File: src/rtl/seq_muldiv_pkg.sv
// Shared types and constants for the sequential 4-bit multiply/divide unit.
// Imported by seq_muldiv and by anything that decodes its op field.
package seq_muldiv_pkg;

   localparam int WIDTH = 4;

   typedef enum logic [1:0] {
      IDLE = 2'd0,
      RUN  = 2'd1,
      DONE = 2'd2
   } state_t;

   typedef enum logic {
      OP_MUL = 1'b0,
      OP_DIV = 1'b1
   } op_t;

   localparam logic [2*WIDTH-1:0] DIV_ZERO_RESULT = 8'hFF;

endpackage

File: src/rtl/seq_muldiv.sv
// Sequential unsigned 4x4 multiplier (shift-add) and 4/4 divider (restoring)
// sharing one hi/lo shift register; one iteration per clock, registered outputs.
module seq_muldiv
   import seq_muldiv_pkg::*;
#(
   parameter int ITER = 4
) (
   input  logic                   clk,
   input  logic                   rst_n,
   input  logic                   start,
   input  logic                   op,
   input  logic [WIDTH-1:0]       a,
   input  logic [WIDTH-1:0]       b,
   output logic                   busy,
   output logic                   done,
   output logic [2*WIDTH-1:0]     result,
   output logic                   div_zero
);

   localparam int CNT_W = (ITER > 1) ? $clog2(ITER) : 1;
   localparam logic [CNT_W-1:0] LAST_CNT = CNT_W'(ITER - 1);

   state_t             r_state;
   op_t                r_op;
   logic [CNT_W-1:0]   r_cnt;
   logic [WIDTH-1:0]   r_a;
   logic [WIDTH-1:0]   r_b;
   logic [WIDTH:0]     r_hi;   // upper partial product / partial remainder
   logic [WIDTH-1:0]   r_lo;   // multiplier bits / dividend-then-quotient bits

   logic [WIDTH:0]     w_sum;
   logic [WIDTH:0]     w_shl;
   logic [WIDTH+1:0]   w_trial;
   logic [WIDTH:0]     w_hi_nxt;
   logic [WIDTH-1:0]   w_lo_nxt;
   logic [2*WIDTH-1:0] w_result_nxt;

   // One iteration of whichever algorithm is selected.
   // NOTE: every always_comb output gets a default first so no latch can be inferred.
   always_comb begin
      w_sum    = '0;
      w_shl    = '0;
      w_trial  = '0;
      w_hi_nxt = r_hi;
      w_lo_nxt = r_lo;
      if (r_op == OP_MUL) begin
         // r_hi never exceeds 15 after a shift, so the add cannot overflow 5 bits.
         w_sum    = r_hi + (r_lo[0] ? {1'b0, r_a} : '0);
         w_hi_nxt = {1'b0, w_sum[WIDTH:1]};
         w_lo_nxt = {w_sum[0], r_lo[WIDTH-1:1]};
      end else begin
         w_shl   = {r_hi[WIDTH-1:0], r_lo[WIDTH-1]};
         w_trial = {1'b0, w_shl} - {2'b00, r_b};
         if (w_trial[WIDTH+1]) begin
            w_hi_nxt = w_shl;
            w_lo_nxt = {r_lo[WIDTH-2:0], 1'b0};
         end else begin
            w_hi_nxt = w_trial[WIDTH:0];
            w_lo_nxt = {r_lo[WIDTH-2:0], 1'b1};
         end
      end
   end

   // Product is {hi[3:0], lo}; division yields {remainder, quotient} in the same slots.
   assign w_result_nxt = {w_hi_nxt[WIDTH-1:0], w_lo_nxt};

   // NOTE: all state here uses non-blocking assignments so every register samples pre-edge values.
   always_ff @(posedge clk or negedge rst_n) begin
      if (!rst_n) begin
         r_state  <= IDLE;
         r_op     <= OP_MUL;
         r_cnt    <= '0;
         r_a      <= '0;
         r_b      <= '0;
         r_hi     <= '0;
         r_lo     <= '0;
         busy     <= 1'b0;
         done     <= 1'b0;
         result   <= '0;
         div_zero <= 1'b0;
      end else begin
         case (r_state)
            IDLE: begin
               done <= 1'b0;
               if (start) begin
                  busy <= 1'b1;
                  if ((op_t'(op) == OP_DIV) && (b == '0)) begin
                     r_state  <= DONE;
                     done     <= 1'b1;
                     result   <= DIV_ZERO_RESULT;
                     div_zero <= 1'b1;
                  end else begin
                     r_state <= RUN;
                     r_op    <= op_t'(op);
                     r_a     <= a;
                     r_b     <= b;
                     r_cnt   <= '0;
                     r_hi    <= '0;
                     r_lo    <= (op_t'(op) == OP_DIV) ? a : b;
                  end
               end
            end
            RUN: begin
               r_hi  <= w_hi_nxt;
               r_lo  <= w_lo_nxt;
               r_cnt <= r_cnt + 1'b1;
               if (r_cnt == LAST_CNT) begin
                  // Last iteration: publish the result so it is valid during DONE.
                  r_state  <= DONE;
                  done     <= 1'b1;
                  result   <= w_result_nxt;
                  div_zero <= 1'b0;
               end
            end
            DONE: begin
               r_state <= IDLE;
               busy    <= 1'b0;
               done    <= 1'b0;
            end
            default: begin
               r_state <= IDLE;
               busy    <= 1'b0;
               done    <= 1'b0;
            end
         endcase
      end
   end

endmodule

File: config.mk
export PLATFORM = sky130hd
export DESIGN_NAME = seq_muldiv
export DESIGN_NICKNAME = d
export VERILOG_FILES = /design/src/rtl/seq_muldiv_pkg.sv /design/src/rtl/seq_muldiv.sv
export SDC_FILE = /design/constraint.sdc
export NUM_CORES = 1
export LEC_CHECK = 0
export ABC_AREA = 1
export CAP_MARGIN = 15
export CORE_MARGIN = 2
export CORE_UTILIZATION = 60
export DETAILED_ROUTE_END_ITERATION = 6
export GPL_TIMING_DRIVEN = 1
export PLACE_DENSITY = 0.85
export SETUP_SLACK_MARGIN = 0.2
export SLEW_MARGIN = 20
export SYNTH_ARGS = -nofsm -noshare
export SYNTH_HDL_FRONTEND = slang
export SYNTH_SLANG_ARGS = --single-unit
File: constraint.sdc
create_clock -name clk -period 3.8 [get_ports clk]
set_input_delay 0.38 -clock clk [delete_from_list [all_inputs] [get_ports clk]]
set_output_delay 0.38 -clock clk [all_outputs]
set_load 0.03 [all_outputs]
==> flow_metrics.tcl <==
set metrics [dict create \
    outcome "completed" \
    drcViolationCount 0 \
    cp.buffers_inverters 2 \
    grt_use_total 0.2605 \
    holdWs_ns 0.4249 \
    max-vdd-ir-drop_mv 0.5010 \
    clock_skew_ns 0.008093 \
    netlist_area_sq_um 1946 \
    slew_viol_final 0 \
    synth_seq_cells 33 \
    worstHoldPathType "primary input to asynchronous set/reset pin" \
    vias 1713 \
    cp_cell_sequence "nand2_1 -> inv_1 -> ha_1 -> fa_1 -> nand2_1 -> nand2_1 -> a21oi_1 -> nand2_1 -> nand3_1 -> nand3_1 -> nand2_1 -> inv_1" \
    core-area_sq_um 3078 \
    period_needed_ns 1.881 \
    reg2reg_depth 12 \
    die_height_microns 60.95 \
    post-dp-hpwl_microns 3135 \
    comb_power_share 0.563 \
    setup_viol_count_final 0 \
    nets 292 \
    p_int_w 0.001125 \
    first_pass_iters 4 \
    r2r-end "result[7]" \
    routed_wl_microns 4276 \
    antenna_found_initial 0 \
    synth_warnings 0 \
    fin_util 0.7390 \
    p_clk_frac 0.132 \
    top_layer "met4" \
    route.met3.wl_microns 250 \
    antenna_left 0 \
    clock_path_buffers 2 \
    cts_sinks 33 \
    drive_above_1_share 0.1037 \
    worstMarginPinSlew_ns 0.6035 \
    grt_overflow 0 \
    crit_family "adder cells" \
    port_buffers 22 \
    syn_inst 243 \
    power.leakage_nw 1.188 \
    cp_max_fo 6 \
    postCtsSetupRepairBufs 0 \
    ys_seq_area_frac 0.4244 \
    max_freq_mhz 531.6 \
    crit_slowest_cell "dfrtp_1" \
    placed_cells 306 \
    diodes 0 \
    wl_per_cell_microns 13.62 \
    num_io_pins 23 \
    cp.arrival_ns 2.12 \
    grt_max_degree 34 \
    timing.final.hold_violations 0 \
    start_util 0.6321 \
    die-area_sq_um 3714 \
    rsz0062_at_grt "no" \
    clkLatencyLatePin_ns 0.34 \
    cp_common_cell "nand2_1" \
    cts_tree "built" \
    slew_headroom 0.5973 \
    pwr_density_cell_nw_per_um2 935.8 \
    crit_path_max_incr_delay_ns 0.45 \
    swShare 0.4716 \
    area_growth_pct 16.91 \
    p_seq_frac 0.306 \
    reg2reg_setup_slack_ns 1.92 \
    timing.final.crit_share 0.4950 \
    rows 20 \
    syn_area_per_cell_sq_um 8.007 \
    path_clk_slew_ns 0.11 \
    final_cells 314 \
    crit_type "register to register" \
    grt_pass1_wl_microns 6893 \
    viasPerCell 5.455 \
    cts_made_buffers 5 \
    setup.worst_path.start_class "register" \
    met1Wirelength_microns 1790 \
    p_sw_w 0.001004 \
    maxCapViolCount 0 \
    htree_levels 2 \
    holdBufCountCts 0 \
    synth_nets 266 \
    cts_resized 0 \
    routabilityCongestion 0.9016 \
    route.met2.wl_microns 2108 \
    synth_cell_types 25 \
    fp.dieW_microns 60.95 \
    grt_pass1_vias 1544 \
    clockRootBuffer "clkbuf_4" \
    first_iter_violations 99 \
    cp-end-kind "register" \
    worstPathRequired_ns 4.04 \
    rr_startpoint "r_lo[0]" \
    fill_cells 229 \
    fin_setup_tns_ns 0 \
]
-- cell type report --
type | instances | area (sq um) | area share
inverters | 41 | 153.9 | 0.06766
flip-flops and latches | 33 | 825.8 | 0.3630
repair buffers | 23 | 227.7 | 0.1001
clock buffers | 7 | 55.05 | 0.02420
multi-input cells | 165 | 927.1 | 0.4076
well taps | 44 | 55.05 | 0.02420
clock inverters | 1 | 30.03 | 0.01320
-- synth_stat cells --
cell type	instances	area, sq um
nand3_4	1	17.52
dfrtp_1	33	825.8
buf_6	3	33.78
nand3_2	2	20.02
inv_2	3	11.26
buf_2	1	5.000
nand2_1	66	247.7
nand3_1	23	115.1
ha_1	9	112.6
a22o_1	2	17.52
inv_1	38	142.6
nor2_4	2	22.52
nor2_1	10	37.54
o21ai_0	15	75.07
nor3_1	1	5.000
mux2_2	4	45.04
nand4_2	1	12.51
fa_1	2	40.04
nand2_2	1	6.260
o22ai_1	1	6.260
or2_2	1	6.260
a21oi_1	18	90.09
xnor2_1	1	8.760
nor2_2	1	6.260
o21ai_2	4	35.03
-- cell usage in the layout (no fill, tap or decap), drive strengths merged --
master,synthesis,routed
o21ai,19,19
nor2,13,13
buf,4,1
a22o,2,2
o22ai,1,1
mux2,4,4
nand4,1,1
nand2,67,67
nor3,1,1
dfrtp,33,33
clkdlybuf4s50,0,22
clkbuf,0,7
xnor2,1,1
a21oi,18,18
inv,41,41
fa,2,2
or2,1,1
bufinv,0,1
ha,9,9
nand3,26,26
-- layer usage --
layer  global-route usage  vias up
li1                     -      829
met2               0.4163       63
met1               0.3306      806
met4               0.1242        0
met5                    0        -
met3              0.06823       15
-- sequential cells by signal (all words and copies together), names as in the netlist --
| signal | flops |
|---|---|
| div_zero | 1 |
| r_b | 4 |
| r_state | 2 |
| busy | 1 |
| r_hi | 5 |
| result | 8 |
| r_cnt | 2 |
| r_lo | 4 |
| done | 1 |
| r_a | 4 |
| r_op | 1 |
-- how the worst max path moves through the flow --
stage	from	end	slack [ns]	cells past startpoint
after detailed placement	op	r_a[0]	1.85	6
after CTS	r_lo[0]	r_hi[3]	1.93	12
final	r_lo[0]	result[7]	1.92	12
after global placement	op	r_a[3]	1.87	6
after global routing	r_hi[1]	result[6]	1.76	10
after floorplan	r_lo[0]	r_hi[3]	2.08	12
-- through the flow --
stage                     setup slack [ns]  cell area [sq um]  total power [W]
after floorplan                      2.082               1946         0.001521
after global placement               1.869               2190         0.001792
after detailed placement             1.851               2190         0.001831
after CTS                            1.926               2275         0.002122
after global routing                 1.759               2275         0.002307
final                                1.919               2275         0.002129
-- logic make-up after synthesis --
family / count (synthesis) / share of synthesized area
compound gates: 40 / 0.1151
mux: 4 / 0.02315
buf+inv: 45 / 0.09903
fa+ha+maj: 11 / 0.07846
xor+xnor: 1 / 0.004502
flops: 33 / 0.4244
simple gates: 109 / 0.2553
-- power groups by stage --
stage | Sequential (W) | Clock (W) | Combinational [W]
final | 0.000651 | 0.000280 | 0.00120
after global routing | 0.000667 | 0.000298 | 0.00134
after CTS | 0.000649 | 0.000282 | 0.00119
after detailed placement | 0.000656 | 0 | 0.00118
after global placement | 0.000647 | 0 | 0.00115
after floorplan | 0.000729 | 0 | 0.000792
Power figures use the tool's default switching activity.
